### src/rtl/instr_mem_loader_if.sv
// Byte-stream load port and instruction-memory write port of the loader.
// The slave view belongs to the loader and the master view to the host or bench.
interface instr_mem_loader_if #(
  parameter int ADDR_W = 10
);
  logic              start;
  logic [ADDR_W-1:0] base_addr;
  logic [ADDR_W:0]   word_count;
  logic [7:0]        byte_in;
  logic              byte_valid;
  logic              byte_ready;
  logic              mem_we;
  logic [ADDR_W-1:0] mem_addr;
  logic [15:0]       mem_wdata;
  logic              busy;
  logic              done;
  logic              err;

  modport master (
    output start, base_addr, word_count, byte_in, byte_valid,
    input  byte_ready, mem_we, mem_addr, mem_wdata, busy, done, err
  );

  modport slave (
    input  start, base_addr, word_count, byte_in, byte_valid,
    output byte_ready, mem_we, mem_addr, mem_wdata, busy, done, err
  );
endinterface

### src/rtl/instr_mem_loader.sv
// Packs a byte stream into 16-bit instruction words, writes them to consecutive
// addresses and checks a trailing XOR checksum, holding busy during the load.
module instr_mem_loader #(
  parameter int ADDR_W = 10,
  parameter int WORD_W = 16
) (
  input  logic              clk,
  input  logic              rst,
  instr_mem_loader_if.slave bus
);
  typedef enum logic [2:0] {
    IDLE  = 3'd0,
    W_HI  = 3'd1,
    W_LO  = 3'd2,
    WRITE = 3'd3,
    C_HI  = 3'd4,
    C_LO  = 3'd5,
    FIN   = 3'd6
  } state_t;

  state_t              r_state;
  state_t              w_state_nxt;
  logic [ADDR_W-1:0]   r_addr;
  logic [ADDR_W:0]     r_cnt;
  logic [WORD_W-1:0]   r_wdata;
  logic [WORD_W-1:0]   r_acc;
  logic [WORD_W-1:0]   r_chk;
  logic                r_err;
  logic                w_ready;
  logic                w_we;
  logic                w_busy;
  logic                w_done;

  // State register
  always_ff @(posedge clk) begin
    if (!rst) begin
      r_state <= IDLE;
    end else begin
      r_state <= w_state_nxt;
    end
  end

  // Next-state and per-state output decode
  always_comb begin
    w_state_nxt = r_state;
    w_ready     = 1'b0;
    w_we        = 1'b0;
    w_busy      = 1'b0;
    w_done      = 1'b0;
    case (r_state)
      IDLE: begin
        if (bus.start) begin
          w_state_nxt = (bus.word_count != '0) ? W_HI : C_HI;
        end else begin
          w_state_nxt = IDLE;
        end
      end
      W_HI: begin
        w_ready = 1'b1;
        w_busy  = 1'b1;
        w_state_nxt = bus.byte_valid ? W_LO : W_HI;
      end
      W_LO: begin
        w_ready = 1'b1;
        w_busy  = 1'b1;
        w_state_nxt = bus.byte_valid ? WRITE : W_LO;
      end
      WRITE: begin
        w_we   = 1'b1;
        w_busy = 1'b1;
        w_state_nxt = (r_cnt == (ADDR_W+1)'(1)) ? C_HI : W_HI;
      end
      C_HI: begin
        w_ready = 1'b1;
        w_busy  = 1'b1;
        w_state_nxt = bus.byte_valid ? C_LO : C_HI;
      end
      C_LO: begin
        w_ready = 1'b1;
        w_busy  = 1'b1;
        w_state_nxt = bus.byte_valid ? FIN : C_LO;
      end
      FIN: begin
        w_done      = 1'b1;
        w_state_nxt = IDLE;
      end
      default: begin
        w_state_nxt = IDLE;
      end
    endcase
  end

  // Datapath: address/count latching, byte packing, checksum accumulate and compare
  always_ff @(posedge clk) begin
    if (!rst) begin
      r_addr  <= '0;
      r_cnt   <= '0;
      r_wdata <= '0;
      r_acc   <= '0;
      r_chk   <= '0;
      r_err   <= 1'b0;
    end else begin
      case (r_state)
        IDLE: begin
          if (bus.start) begin
            r_addr <= bus.base_addr;
            r_cnt  <= bus.word_count;
            r_acc  <= '0;
            r_err  <= 1'b0;
          end
        end
        W_HI: if (bus.byte_valid) r_wdata[15:8] <= bus.byte_in;
        W_LO: if (bus.byte_valid) r_wdata[7:0]  <= bus.byte_in;
        WRITE: begin
          r_acc  <= r_acc ^ r_wdata;
          r_addr <= r_addr + ADDR_W'(1);
          r_cnt  <= r_cnt - (ADDR_W+1)'(1);
        end
        C_HI: if (bus.byte_valid) r_chk[15:8] <= bus.byte_in;
        C_LO: begin
          if (bus.byte_valid) begin
            r_chk[7:0] <= bus.byte_in;
            r_err      <= ({r_chk[15:8], bus.byte_in} != r_acc);
          end
        end
        default: begin
        end
      endcase
    end
  end

  // Gating with rst keeps a reset landing on WRITE from producing a strobe
  assign bus.byte_ready = w_ready & rst;
  assign bus.mem_we     = w_we & rst;
  assign bus.busy       = w_busy & rst;
  assign bus.done       = w_done & rst;
  assign bus.mem_addr   = r_addr;
  assign bus.mem_wdata  = r_wdata;
  assign bus.err        = r_err;
endmodule

### src/flat_wrapper.sv
// flat-port wrapper written by rule: the top's interface ports become plain ports
module instr_mem_loader_flat 
#(
  parameter int ADDR_W = 10,
  parameter int WORD_W = 16
)
  (clk, rst, bus_start, bus_base_addr, bus_word_count, bus_byte_in, bus_byte_valid, bus_byte_ready, bus_mem_we, bus_mem_addr, bus_mem_wdata, bus_busy, bus_done, bus_err);
  instr_mem_loader_if #(.ADDR_W(ADDR_W)) bus_i ();
  input  logic clk;
  input  logic rst;
  input wire logic [$bits(bus_i.start)-1:0] bus_start;
  input wire logic [$bits(bus_i.base_addr)-1:0] bus_base_addr;
  input wire logic [$bits(bus_i.word_count)-1:0] bus_word_count;
  input wire logic [$bits(bus_i.byte_in)-1:0] bus_byte_in;
  input wire logic [$bits(bus_i.byte_valid)-1:0] bus_byte_valid;
  output wire logic [$bits(bus_i.byte_ready)-1:0] bus_byte_ready;
  output wire logic [$bits(bus_i.mem_we)-1:0] bus_mem_we;
  output wire logic [$bits(bus_i.mem_addr)-1:0] bus_mem_addr;
  output wire logic [$bits(bus_i.mem_wdata)-1:0] bus_mem_wdata;
  output wire logic [$bits(bus_i.busy)-1:0] bus_busy;
  output wire logic [$bits(bus_i.done)-1:0] bus_done;
  output wire logic [$bits(bus_i.err)-1:0] bus_err;
  assign bus_i.start = bus_start;
  assign bus_i.base_addr = bus_base_addr;
  assign bus_i.word_count = bus_word_count;
  assign bus_i.byte_in = bus_byte_in;
  assign bus_i.byte_valid = bus_byte_valid;
  assign bus_byte_ready = bus_i.byte_ready;
  assign bus_mem_we = bus_i.mem_we;
  assign bus_mem_addr = bus_i.mem_addr;
  assign bus_mem_wdata = bus_i.mem_wdata;
  assign bus_busy = bus_i.busy;
  assign bus_done = bus_i.done;
  assign bus_err = bus_i.err;
  instr_mem_loader #(.ADDR_W(ADDR_W), .WORD_W(WORD_W)) u_core (.clk(clk), .rst(rst), .bus(bus_i));
endmodule
### config.mk
export PLATFORM = sky130hd
export DESIGN_NAME = instr_mem_loader_flat
export DESIGN_NICKNAME = d
export VERILOG_FILES = /design/src/rtl/instr_mem_loader_if.sv /design/src/rtl/instr_mem_loader.sv /design/src/flat_wrapper.sv
export SDC_FILE = /design/constraint.sdc
export NUM_CORES = 1
export LEC_CHECK = 0
export BUFFER_PORTS_ARGS = -buffer_cell sky130_fd_sc_hd__buf_2
export CAP_MARGIN = 15
export CORE_AREA = 4 4 133 103
export CTS_BUF_LIST = sky130_fd_sc_hd__clkbuf_4 sky130_fd_sc_hd__clkbuf_8 sky130_fd_sc_hd__clkbuf_16
export DETAILED_ROUTE_END_ITERATION = 10
export DIE_AREA = 0 0 137 107
export PLACE_DENSITY_LB_ADDON = 0.08
export SKIP_LAST_GASP = 1
export SYNTH_ARGS = -nofsm -noshare
export SYNTH_HDL_FRONTEND = slang
export SYNTH_SLANG_ARGS = --single-unit
export TNS_END_PERCENT = 50
### constraint.sdc
create_clock -name clk -period 3.9 [get_ports clk]
set_clock_uncertainty 0.05 [all_clocks]
set_input_delay 0.195 -clock clk [delete_from_list [all_inputs] [get_ports clk]]
set_output_delay 0.195 -clock clk [all_outputs]
set_load 0.05 [all_outputs]
* Word level (Yosys, flattened, before mapping)
Cells that the tools add are included.
** Cells by class
- Bitwise gates (word level) :: 5
- $add $sub $neg :: 2
- Reductions and logical operators :: 11
- Eq/ne operators :: 10
- Multiplexer cells :: 21
** Operators by type and width (count)
- 16-bit one-hot mux with 2 select lines :: 1
- 11-bit one-hot mux with 2 select lines :: 1
- 10-bit one-hot mux with 2 select lines :: 1
- 3-bit one-hot mux with 6 select lines :: 1
- 16-bit 2-to-1 mux :: 1
- 16-bit inequality test :: 1
- 16-bit bitwise XOR :: 1
- 11-bit by 1-bit == test with 1-bit output, second input constant :: 1
- 11-bit 2-to-1 mux :: 1
- 11-bit nonzero test :: 1
- 11-bit by 1-bit subtractor with 11-bit output, second input constant :: 1
- 10-bit by 1-bit adder with 10-bit output, second input constant :: 1
- 10-bit 2-to-1 mux :: 1
- 3-bit == test, second input constant :: 3
- 3-bit 2-to-1 mux :: 3
- 1-bit 2-to-1 mux :: 8
- 2-bit AND reduction :: 4
- 3-bit by 2-bit == test with 1-bit output, second input constant :: 2
- 5-bit OR reduction :: 1
- 1-bit bitwise AND :: 4
- 2-bit 2-to-1 mux :: 2
- 2-bit inequality test, second input constant :: 2
- 2-bit nonzero test :: 2
- 4-bit OR reduction :: 1
- other kinds (4) :: 4
** Storage, ports and cells
- Output and inout bits :: 31
- Bits in registers :: 65
- Input bits :: 33

* Longest topological paths before layout
- Depth after elaboration :: 4
- Mapped depth :: 8
- Gate-level depth less buffers :: 5

* Worst setup path after synthesis
Ideal clock, no wire load.
- Path kind :: flip-flop to output port
- Start point :: register u_core.r_state[1]
- End point :: output bus_busy
- Stages on the path, launching flop included :: 5
- Arrival :: 1764 ps
- Path slack :: 1891 ps
- Required time :: 3655 ps
- Path through :: dfxtp_1 > buf_2 > nand3b_1 > buf_1 > a31oi_1
** On the way
- Longest elaborated chain between the ends :: 4
** RTL lines
- start, declared :: line instr_mem_loader.sv:21 : state_t r_state;
- start signal, assigned :: line instr_mem_loader.sv:39 : r_state <= w_state_nxt;
- 3-bit by 2-bit == test with 1-bit output, or another cell as far along :: line instr_mem_loader.sv:50 : case (r_state)
- 5-bit OR reduction (no source line) *
- 1-bit 2-to-1 mux * :: line instr_mem_loader.sv:50
- 1-bit bitwise AND * :: line instr_mem_loader.sv:135 : assign bus.busy = w_busy & rst;
- end, declared :: line flat_wrapper.sv:20 : output wire logic [$bits(bus_i.busy)-1:0] bus_busy;
Mark *: on every way between the ends. The rest lies on a longest branch, timed or not.

* Worst setup path after layout
Ends and elaborated chain as after synthesis.

==> impl_metrics.toml <==
[clock_tree]
post_cts_buffers = 0
htreeDepth = 3
clockBufferDepth = 2
clk_pin_slew_worst_paths_ns = 0.06
insertion_delay_ns = 0.33
cts_buffers = 9
clockRootBuffer = "clkbuf_16"
cts.sinks = 65
ctsHoldBuffers = 0
cts_tree = "yes"
cts_resized = 0

[worst_setup_path]
cpLargestDelayFamily = "simple AND/OR/NAND/NOR gates"
crit_chain = "nand3b_1 > a31oi_1 > buf_2"
end_kind = "output port"
cp_num_buf_inv = 1
cpPeakStageDelay_ns = 0.59
start_kind = "flop"
cp.depth = 3
required_ns = 3.65
r2r-start = "u_core.r_state[1]"
crit_slowest_cell = "nand3b_1"
critPathKind = "reg2out"
r2r_cells = 4
worst_ep_arrival_time_ns = 2.17
crit_fanout = 14
crit_start = "u_core.r_state[1]"
rr_endpoint = "u_core.bus.mem_addr[0]"
rrSetupSlack_ns = 1.65
endpoint = "bus_busy"

[synthesis]
synth_flop_cell = "dfxtp_1"
synth_xor_area_share_pct = 9.77
yosysWarnings = 0
async_flop_share_pct = 0
syn_inst = 361
yosys.area_share.adder_pct = 1.23
yosysSeqAreaShare_pct = 42.7
syn_avg_cell_area_um2 = 8.45
ys_ff_latch = 65
synth_compound_area_share_pct = 15.7
synth-edff-count = 0
synth_cell_types = 49
syn_nets = 397
yosys.area_share.simple_pct = 23.3
synth_top_family_by_area = "simple AND/OR/NAND/NOR gates"
syn_area_um2 = 3050
muxShareOfSynthArea_pct = 3.36

[floorplan]
fp.dieW_um = 137
start_util_pct = 24.9
row_count = 35
dieArea_um2 = 14700
core_um2 = 12300
io_pins = 64
die_h_um = 107

[sta]
tightest_slew_ns = 1.04
timing.slew.headroom_pct = 30.1
period_needed_ns = 2.42
finalSetupTns_ns = 0
hold_viol_final = 0
setup_violations = 0
fmax_mhz = 414
rsz0062_at_grt = "false"
period_share_pct = 62.0
final_max_slew_viol_count = 0

[detailed_routing]
vias = 2713
antenna_left = 0
drt-total-wl_um = 9130
route.detailed.wl_per_inst_um = 15.6
dr.pass1.iters = 5
drcViolationCount = 0
via_per_inst = 4.62
first_iter_violations = 138

[grt]
overflow = 0
grt_pass1_vias = 2604
antenna_found_initial = 0
grt_usage_pct = 13.0
grt_max_degree = 32
grt_pass1_wl_um = 14500

[power_and_ir_drop]
ir_drop_mv = 0.186
power.density_nw_per_um2 = 469
p_leak_nw = 1.43

[min_path]
hold_class = "in2reg"

[flow_run]
cap_violations = 0

[layout]
multiInputGateArea_um2 = 1630
final-seq-area_um2 = 1300
area_growth_pct = 23.6
drive_gt1_share_pct = 21.4
fin_util_pct = 30.7
final_area_um2 = 3770
diodes = 0
final_nets = 453
fillCellCount = 1343

[outcome]
outcome = "completed"

[place]
hpwlAfterDp_um = 6370
routabilityCongestion = 0.690
portBuffers = 63
place_area_um2 = 3480
-- stage by stage --
stage | setup slack, ns | total power [mW] | instances | hold WS (ns)
final | 1.48 | 1.77 | 587 | 0.0845
after CTS | 1.49 | 1.80 | 587 | 0.0666
after floorplan | 1.89 | 0.911 | 361 | 0.281
after global placement | 1.66 | 0.990 | 572 | 0.406
after global routing | 1.33 | 1.85 | 587 | 0.0906
after detailed placement | 1.65 | 0.991 | 572 | 0.410
-- layout make-up --
class | count | share of cell area (%)
Timing Repair Buffer | 65 | 8.76
Clock buffer | 11 | 6.37
Tap cell | 166 | 5.51
Multi-Input combinational cell | 271 | 43.1
Inverter | 5 | 0.498
Sequential cell | 65 | 34.5
Clock inverter | 4 | 1.19
-- power by group --
part | switching [mW] | total [mW] | internal, mW
clock | 0.290 | 0.793 | 0.502
sequential | 0.0323 | 0.725 | 0.693
combinational | 0.171 | 0.249 | 0.0781
total | 0.494 | 1.77 | 1.27
-- synth_stat cells (7+ instances only) --
cell type	n	share of area (%)
xnor2_1	16	4.6
a21oi_1	36	5.9
clkbuf_1	9	1.1
o21ai_0	9	1.5
nand4_1	7	1.4
buf_2	7	1.1
nor2_1	40	4.9
dfxtp_1	65	43
mux2i_1	8	2.6
and3_1	7	1.4
o211ai_1	7	1.7
xor2_1	18	5.2
nand2_1	60	7.4
-- cells in the final DEF (no fill, tap or decap), types with 2 or more instances in the layout --
cell       Yosys  routed
xnor2_1       16      16
mux2i_1        8       8
a221oi_1       2       2
xor2_1        18      18
dfxtp_1       65      65
and3_1         7       7
or2_2          3       3
a211oi_1       2       2
a22oi_1        3       3
o21ai_0        9       9
buf_2          7      63
nand2_1       60      60
nor3_1         5       5
ha_1           3       3
buf_4          1       2
clkbuf_4       0       2
a31oi_1        3       3
nand3_1        4       4
mux2_2         2       2
nand2b_1       2       2
clkbuf_16      0       9
a21oi_1       36      36
o211ai_1       7       7
or3_1          3       3
inv_1          4       4
nand3b_1       2       2
nand4_1        7       7
nor2_1        40      40
nor4_1         6       6
clkinv_2       0       3
a311oi_1       6       6
-- logic make-up (layout without fill, tap and decap cells) --
family                   Yosys count  count (layout)
AND/OR/NAND/NOR                  148             148
AO/OA/AOI/OAI                     76              76
flip-flops                        65              65
XOR/XNOR                          34              34
buffers and inverters             25              85
multiplexers                      10              10
adder cells (fa/ha/maj)            3               3
-- registers in the layout, indices dropped and copies added (netlist names) --
register              count
u_core.r_acc             16
u_core.r_cnt             11
u_core.bus.mem_wdata     16
u_core.bus.mem_addr      10
u_core.r_state            3
u_core.r_chk              8
u_core.bus.err            1
-- worst min-delay path by stage --
stage,startpoint,endpoint,cells after the start
3_3_place_gp,u_core.r_chk[14],u_core.r_chk[14],2
2_1_floorplan,bus_word_count[6],u_core.r_cnt[6],2
3_5_place_dp,bus_base_addr[0],u_core.bus.mem_addr[0],3
5_1_grt,bus_byte_in[3],u_core.bus.mem_wdata[11],3
6_report,bus_word_count[6],u_core.r_cnt[6],3
4_1_cts,bus_base_addr[0],u_core.bus.mem_addr[0],3
-- per-layer routing --
layer / GRT usage (%) / wire [um] / up-vias
met1: 18.6 / 4750 / 1275
met3: 3.38 / 418 / 9
met5: 0 / 0 / -
met2: 18.7 / 3860 / 57
li1: - / - / 1372
met4: 4.27 / 107 / 0
-- worst min-delay path: stages --
cell and delay, ns:
buf_2 0.11, nand2_1 0.06, a21oi_1 0.05
Power figures use the tool's default switching activity.
